===== src/rtl/bus_arb_pkg.sv =====
// Shared types and constants for the serial bus arbiter.
package bus_arb_pkg;

    localparam int MAX_MASTERS = 8;
    localparam int STATE_W     = 2;

    typedef enum logic [STATE_W-1:0] {
        IDLE   = 2'd0,
        BUSY   = 2'd1,
        RESUME = 2'd2
    } state_t;

endpackage


===== src/rtl/rr_picker.sv =====
// Combinational round-robin search: first set request at or after ptr, wrapping.
module rr_picker #(
    parameter int N = 2,
    parameter int W = 1
) (
    input  logic [N-1:0] req,
    input  logic [W-1:0] ptr,
    output logic [N-1:0] onehot,
    output logic [W-1:0] idx,
    output logic         any
);

    always_comb begin
        onehot = '0;
        idx    = '0;
        any    = 1'b0;
        // Walk offsets from farthest to nearest so the nearest match is written last.
        for (int off = N - 1; off >= 0; off--) begin
            if (req[(int'(ptr) + off) % N]) begin
                onehot                           = '0;
                onehot[(int'(ptr) + off) % N]    = 1'b1;
                idx                              = W'((int'(ptr) + off) % N);
                any                              = 1'b1;
            end
        end
    end

endmodule


===== src/rtl/serial_bus_arbiter.sv =====
// Round-robin serial bus arbiter with a single outstanding split transaction.
module serial_bus_arbiter
    import bus_arb_pkg::*;
#(
    parameter int NUM_MASTERS = 2,
    parameter int MSEL_W      = (NUM_MASTERS > 1) ? $clog2(NUM_MASTERS) : 1
) (
    input  logic                   clk,
    input  logic                   rst,
    input  logic [NUM_MASTERS-1:0] mbreq,
    output logic [NUM_MASTERS-1:0] mbgrant,
    output logic [MSEL_W-1:0]      msel,
    output logic                   bus_busy,
    input  logic                   ssplit,
    output logic                   split_grant,
    output logic [NUM_MASTERS-1:0] msplit,
    output logic                   split_err
);

    // Handshake: a master raises mbreq and holds it for the whole transaction; it owns
    // the bus from the cycle mbgrant shows its bit until the cycle after it drops mbreq.

    state_t                   state_q, state_d;
    logic [MSEL_W-1:0]        rr_ptr_q, rr_ptr_d;
    logic [MSEL_W-1:0]        owner_q, owner_d;
    logic [MSEL_W-1:0]        msel_q, msel_d;
    logic [NUM_MASTERS-1:0]   mbgrant_q, mbgrant_d;
    logic [NUM_MASTERS-1:0]   msplit_q, msplit_d;
    logic                     bus_busy_q, bus_busy_d;
    logic                     split_grant_q, split_grant_d;
    logic                     split_err_q, split_err_d;
    logic                     ssplit_q, ssplit_d;
    logic                     pending_q, pending_d;
    logic                     ready_q, ready_d;

    logic [NUM_MASTERS-1:0]   eligible;
    logic [NUM_MASTERS-1:0]   pick_onehot;
    logic [MSEL_W-1:0]        pick_idx;
    logic                     pick_any;
    logic                     split_rise;
    logic                     split_fall;

    assign eligible   = mbreq & ~msplit_q;
    assign split_rise = ssplit & ~ssplit_q;
    assign split_fall = pending_q & ssplit_q & ~ssplit;

    rr_picker #(
        .N (NUM_MASTERS),
        .W (MSEL_W)
    ) u_picker (
        .req    (eligible),
        .ptr    (rr_ptr_q),
        .onehot (pick_onehot),
        .idx    (pick_idx),
        .any    (pick_any)
    );

    always_comb begin
        state_d       = state_q;
        rr_ptr_d      = rr_ptr_q;
        owner_d       = owner_q;
        msel_d        = msel_q;
        mbgrant_d     = mbgrant_q;
        msplit_d      = msplit_q;
        split_grant_d = 1'b0;
        split_err_d   = split_err_q | (split_rise & pending_q);
        ssplit_d      = ssplit;
        pending_d     = pending_q;
        ready_d       = ready_q | split_fall;

        case (state_q)
            IDLE: begin
                if (ready_q) begin
                    // The resumed master carries the grant, so the split mask is no longer needed.
                    state_d       = RESUME;
                    mbgrant_d     = msplit_q;
                    msel_d        = owner_q;
                    split_grant_d = 1'b1;
                    msplit_d      = '0;
                end else if (pick_any) begin
                    state_d   = BUSY;
                    mbgrant_d = pick_onehot;
                    msel_d    = pick_idx;
                    rr_ptr_d  = (pick_idx == MSEL_W'(NUM_MASTERS - 1)) ? '0
                                                                      : pick_idx + MSEL_W'(1);
                end
            end
            BUSY: begin
                if (split_rise) begin
                    if (!pending_q) begin
                        state_d   = IDLE;
                        msplit_d  = mbgrant_q;
                        owner_d   = msel_q;
                        pending_d = 1'b1;
                        mbgrant_d = '0;
                    end
                end else if (!mbreq[msel_q]) begin
                    state_d   = IDLE;
                    mbgrant_d = '0;
                end
            end
            RESUME: begin
                state_d   = BUSY;
                pending_d = 1'b0;
                ready_d   = 1'b0;
                msplit_d  = '0;
            end
            default: begin
                state_d   = IDLE;
                mbgrant_d = '0;
            end
        endcase

        bus_busy_d = |mbgrant_d;
    end

    always_ff @(posedge clk or posedge rst) begin
        if (rst) begin
            state_q       <= IDLE;
            rr_ptr_q      <= '0;
            owner_q       <= '0;
            msel_q        <= '0;
            mbgrant_q     <= '0;
            msplit_q      <= '0;
            bus_busy_q    <= 1'b0;
            split_grant_q <= 1'b0;
            split_err_q   <= 1'b0;
            ssplit_q      <= 1'b0;
            pending_q     <= 1'b0;
            ready_q       <= 1'b0;
        end else begin
            state_q       <= state_d;
            rr_ptr_q      <= rr_ptr_d;
            owner_q       <= owner_d;
            msel_q        <= msel_d;
            mbgrant_q     <= mbgrant_d;
            msplit_q      <= msplit_d;
            bus_busy_q    <= bus_busy_d;
            split_grant_q <= split_grant_d;
            split_err_q   <= split_err_d;
            ssplit_q      <= ssplit_d;
            pending_q     <= pending_d;
            ready_q       <= ready_d;
        end
    end

    assign mbgrant     = mbgrant_q;
    assign msel        = msel_q;
    assign bus_busy    = bus_busy_q;
    assign split_grant = split_grant_q;
    assign msplit      = msplit_q;
    assign split_err   = split_err_q;

endmodule


===== config.mk =====
export PLATFORM = sky130hd
export DESIGN_NAME = serial_bus_arbiter
export DESIGN_NICKNAME = d
export VERILOG_FILES = /design/src/rtl/bus_arb_pkg.sv /design/src/rtl/rr_picker.sv /design/src/rtl/serial_bus_arbiter.sv
export SDC_FILE = /design/constraint.sdc
export NUM_CORES = 1
export LEC_CHECK = 0
export BUFFER_PORTS_ARGS = -buffer_cell sky130_fd_sc_hd__buf_2
export CELL_PAD_IN_SITES_DETAIL_PLACEMENT = 1
export CELL_PAD_IN_SITES_GLOBAL_PLACEMENT = 1
export CORE_MARGIN = 3
export CORE_UTILIZATION = 40
export CTS_BUF_LIST = sky130_fd_sc_hd__clkbuf_16
export CTS_CLUSTER_DIAMETER = 200
export CTS_CLUSTER_SIZE = 40
export DETAILED_ROUTE_END_ITERATION = 7
export PLACE_DENSITY_LB_ADDON = 0.1
export RECOVER_POWER = 25
export SLEW_MARGIN = 20
export SYNTH_ARGS = -nofsm -noshare
export SYNTH_HDL_FRONTEND = slang
export SYNTH_HIERARCHICAL = 1
export SYNTH_SLANG_ARGS = --single-unit

===== constraint.sdc =====
create_clock -name clk -period 1.9 [get_ports clk]
set_input_delay 0.095 -clock clk [delete_from_list [all_inputs] [get_ports clk]]
set_output_delay 0.095 -clock clk [all_outputs]
set_load 0.02 [all_outputs]

After elaboration in Yosys (flattened, before gate mapping)
Cells that the tools add are included.

Flip-flop bits (word level): 15. Logic and storage cells: 94. Output and inout bits: 8. Input bits: 5.

$lt $le $gt $ge: 5. Eq/ne operators: 8. Reduce and logical (&&, ||, !) cells: 13. Add/sub/neg operators: 2. Muxes and demuxes: 41. Bitwise gates (word level): 13.

Operators by type and width (count): 2-bit 2-to-1 mux (15); 1-bit 2-to-1 mux (20); 2-bit case mux with 3 select lines (3); 3-bit != test (second input constant) (3); 3-bit AND reduction (3); 2-bit != test (second input constant) (3); 1-bit bitwise AND (4); 1-bit by 2-bit less-than comparator with 1-bit output (second input constant) (2); 1-bit NOT (4); 2-bit AND reduction (2); 4-bit AND reduction (1); 2-bit nonzero test (2); 2-bit by 3-bit less-than comparator with 1-bit output (second input constant) (1); 3-bit nonzero test (1); 1-bit adder (second input constant) (2); 2-bit bitwise AND (1); 1-bit demux with 1-bit select (2); 2-bit by 1-bit == test with 1-bit output (second input constant) (1); 2-bit == test (second input constant) (1); 2-bit by 1-bit greater-or-equal comparator with 1-bit output (second input constant) (1); 1-bit logical AND (2); 2-bit zero test (1); 2-bit NOT (1); 1-bit bitwise OR (2); 4 further kinds (4).

Longest topological paths before layout
Depth after elaboration: 12. Depth in mapped cells: 7. Mapped depth without buffers: 6.

Hierarchy
The synthesis kept the hierarchy.

By module, submodules not included: serial_bus_arbiter (area an instance 724.4 um2, seq. area each 375.4 um2, instances 1, cells an instance 73); rr_picker (area an instance 32.5 um2, seq. area each 0.0 um2, instances 1, cells an instance 5).

Least setup slack after synthesis
No wires, ideal clock.

Path type: register to register. From: reg msplit_q[0] (netlist: msplit[0]). To: reg bus_busy_q (netlist: bus_busy). Setup time: 132 ps. Buffers on the path: 0. Arrival: 1508 ps. Cell stages (with the launch flop): 7. Setup slack: 260 ps. Cells stage by stage: dfrtp_1 nor2b_1 or2_1 nand2b_1 o21ai_0 a221o_1 nand3b_1.

Word-level cells in the longest chain between the ends: 11.

Ends and longest elaborated chain: from (decl) (RTL line serial_bus_arbiter.sv:28) `logic [NUM_MASTERS-1:0] msplit_q, msplit_d;`; from (signal assigned) (RTL line serial_bus_arbiter.sv:137) `msplit_q <= msplit_d;`; 2-bit NOT (*) (RTL line serial_bus_arbiter.sv:43) `assign eligible = mbreq & ~msplit_q;`; 2-bit bitwise AND (*) (RTL line serial_bus_arbiter.sv:43); via eligible[0] (RTL line serial_bus_arbiter.sv:36) `logic [NUM_MASTERS-1:0] eligible;`; 1-bit 2-to-1 mux (not written as such) (3 in series) (RTL line rr_picker.sv:19) `if (req[(int'(ptr) + off) % N]) begin`; 1-bit 2-to-1 mux (RTL line rr_picker.sv:19); 1-bit 2-to-1 mux (*) (RTL line rr_picker.sv:19); via pick_any (RTL line serial_bus_arbiter.sv:39) `logic pick_any;`; 2-bit 2-to-1 mux (*) (RTL line serial_bus_arbiter.sv:80) `end else if (pick_any) begin`; 2-bit 2-to-1 mux (*) (RTL line serial_bus_arbiter.sv:73) `if (ready_q) begin`; 2-bit case mux with 3 select lines (*) (RTL line serial_bus_arbiter.sv:71) `case (state_q)`; via mbgrant_d[1] (RTL line serial_bus_arbiter.sv:27) `logic [NUM_MASTERS-1:0] mbgrant_q, mbgrant_d;`; 2-bit OR reduction (*) (RTL line serial_bus_arbiter.sv:114) `bus_busy_d = |mbgrant_d;`; via bus_busy_d (RTL line serial_bus_arbiter.sv:29) `logic bus_busy_q, bus_busy_d;`; to (signal assigned) (RTL line serial_bus_arbiter.sv:138) `bus_busy_q <= bus_busy_d;`; to (decl) (RTL line serial_bus_arbiter.sv:29).

Mark *: on every way through the listed nets, which the timed path passes. The rest lies on a longest branch. The select of a mux whose other input is x is not followed. A chain may end at the register's enable or synchronous reset.

Worst setup path after layout
From: reg msplit_q[1] (netlist: msplit[1]). To: reg bus_busy_q (netlist: bus_busy).

The elaborated chain is that of the path after synthesis.

==> summary.txt <==
Timing
  – RSZ-0062 raised after global routing: false
  – Hold Fails Final Rpt: 0
  – Total Neg Setup Slack: 0 ns
  – Hold WS: 0.434 ns
  – Relative slew slack: 61.5%
  – Final worst-path cycle share: 89.5%
  – Slew Viols, Final: 0
  – Setup ws final: around 0.20 ns
  – Clock Skew: about 0.00095 ns
  – FMAX: 588 MHz
  – Clock period minus worst slack: 1.70 ns
  – Setup Viol. Count Final: 0
  – Least-Margin Pin Slew: a little under 0.6 ns

Synth
  – Synth Register Bits: 15
  – Area contributors post-synth: dfrtp_1 50%, o21ai_0 4.6%, inv_1 4.5%, nand2_1 4.0%, a21oi_1 2.6%
  – Syn Inst Count: 78
  – Syn_nets: 83
  – Syn avg cell area: about 9.7 µm²
  – Post-Syn Area: 757 µm²
  – Register area share after synthesis: 49.6%
  – Area fraction of the dominant cell type after synthesis: 49.6%
  – Ys Warns: 6
  – Synth unique cells: 29
  – Top cell type by total area after synthesis: dfrtp_1

Die
  – Initial Utilization: between 40% and 50%
  – Full die area: 2450 µm²
  – DIE HEIGHT: 49.5 µm
  – Floorplan core area: 1760 µm²
  – Io pins: 13
  – Die width: 49.5 µm
  – Rows: 15

Clocking
  – Gates resized, CTS repair: 0
  – Setup bufs post-CTS: 0
  – Sink Count: 15
  – Hold buffer count at cts: 2
  – Clk_lat worst skew: between 0.2 and 0.25 ns
  – Worst-path clk slew: 0.05 ns
  – Max clock buf depth: 2
  – # H-tree levels: 1
  – CTS Buf Count: 3
  – Cell chosen for the clock root: clkbuf_16
  – CTS tree: done

Routing
  – Avg WL per Cell: between 15 and 20 µm
  – Final ANT Viol Nets: 0
  – Vias per inst: about 5.4
  – Violation count after the first detailed-route iteration: 12
  – Via count: 636
  – # DRC: 0
  – Drt pass-1 iters: 4
  – WL final: 2030 µm

Min path
  – Hold Crit Depth: 5
  – Worst hold endpoint: state_q[0]
  – Hold Crit Start: mbreq[1]
  – Worst hold path class: input pin to register

Place
  – Placed Area: 831 µm²
  – Post-DP HPWL: 1420 µm
  – Dpl ws: 0.256 ns
  – Placer Congestion: slightly above 0.8
  – I/O Buffers: 12

Setup path
  – CP arrival: approximately 1.8 ns
  – R2R setup slack: around 0.2 ns
  – Worst Setup Start Kind: register
  – Worst R2R Path Depth: 6
  – Setup CP Type: register to register
  – Origin of the worst setup path: msplit[1]
  – CP endpoint kind: register
  – R2r endpoint: bus_busy
  – Worst r2r src: msplit[1]
  – Worst EP required: between 2 and 2.5 ns
  – CP Max Fanout: 5

Power
  – VDD IR max: 0.000708 V
  – P_leak: 0.000413 µW
  – PD cells: ~1500 nW/µm²

GRT
  – All-layer global routing usage: 19.3%
  – Number of global-route vias before repair: between 700 and 800
  – Largest net degree at the start of global routing: 16
  – First-pass GRT wire length: about 3500 µm
  – Number of antenna violations at the first check in global routing: 0
  – Total gr overflow: 0

Finish
  – Layout Utilization: 52.2%
  – Fill cells: 226
  – P&R area growth vs syn: 21.7%
  – NumNets Final: 99
  – # diodes: 0
  – Share of layout cells above drive strength 1: 14.0%
  – Final Cell Area: between 900 and 1000 µm²

Outcome
  – Status: finished, final reports clean

Flow run
  – Maxcap violations: 0
## worst max-delay path by stage
stage / end / slack [ns]
floorplan: bus_busy / 0.26
global placement: bus_busy / 0.34
detailed placement: bus_busy / 0.26
CTS: bus_busy / 0.21
global route: bus_busy / 0.06
finish: bus_busy / 0.20
## worst max-delay path, cell delays in order, from the launching register on
cell and delay [ns]:
dfrtp_1 0.43, nor2b_1 0.10, or2_1 0.29, nand2b_1 0.17
o21ai_0 0.09, a221o_1 0.33, nand3b_1 0.17
## report_power, final
group	internal (µW)	switching (µW)
Clock	278	122
Combinational	167	274
Sequential	419	147
## placed cells by master (no fill, tap or decap), types with 2 or more instances in the layout
cell type / n
dlygate4sd3_1: 2
nor2_1: 3
a32oi_1: 2
clkbuf_16: 3
nand2b_1: 2
a21oi_1: 4
dfrtp_1: 15
o22ai_1: 2
nand2_1: 8
buf_2: 5
and2_1: 2
inv_1: 10
clkbuf_1: 7
a31oi_1: 2
o21ai_0: 7
a21boi_1: 2
nor2b_1: 3
## cells in the mapped netlist
cell type / n
nand2b_1: 2
a211oi_2: 1
o21ai_0: 7
buf_2: 2
nor2_1: 3
dfrtp_1: 15
a21boi_1: 2
nor3_1: 1
o22ai_1: 2
o21bai_1: 1
inv_1: 9
a31oi_1: 2
and2_1: 2
nand3b_1: 1
or2_1: 1
mux2i_2: 1
o21ba_2: 1
a22oi_1: 1
nor2b_1: 3
nor3b_4: 1
o31ai_1: 1
mux2_2: 1
a32oi_1: 2
or2b_1: 1
buf_4: 1
nand2_1: 8
a221o_1: 1
a21oi_1: 4
nor3b_1: 1
## area by class of cell
class,count,area (µm²),area share [%]
clock buffer,3,75.1,8.15
clock inverter,1,3.75,0.408
inverter,9,33.8,3.67
multi-input combinational,51,330,35.9
sequential,15,375,40.8
tap,25,31.3,3.40
timing repair buffer,14,71.3,7.74
## sequential cells by signal, indices dropped and copies added (netlist names)
signal       cells
bus_busy         1
mbgrant          2
msel             1
msplit           2
owner_q          1
pending_q        1
ready_q          1
rr_ptr_q         1
split_err        1
split_grant      1
ssplit_q         1
state_q          2
## cell families after synthesis
family          after synthesis  share of synthesized area, %
compound gates               25                          22.1
simple gates                 24                          18.2
flops                        15                          49.6
buf+inv                      12                          6.78
mux                           2                          3.31
## routing by layer
| layer | routed length [µm] | global-route usage, % | up-vias |
|---|---|---|---|
| met2 | 1060 | 33.7 | 12 |
| met5 | 0 | 0 | - |
| met4 | 14 | 6.91 | 0 |
| li1 | - | - | 297 |
| met1 | 901 | 23.8 | 325 |
| met3 | 51 | 3.02 | 2 |
## metrics by stage
stage	std cells	total power, µW
finish	118	1410
global route	118	1510
CTS	118	1430
detailed placement	112	999
global placement	112	986
floorplan	78	863
Power figures use the tool's default switching activity.
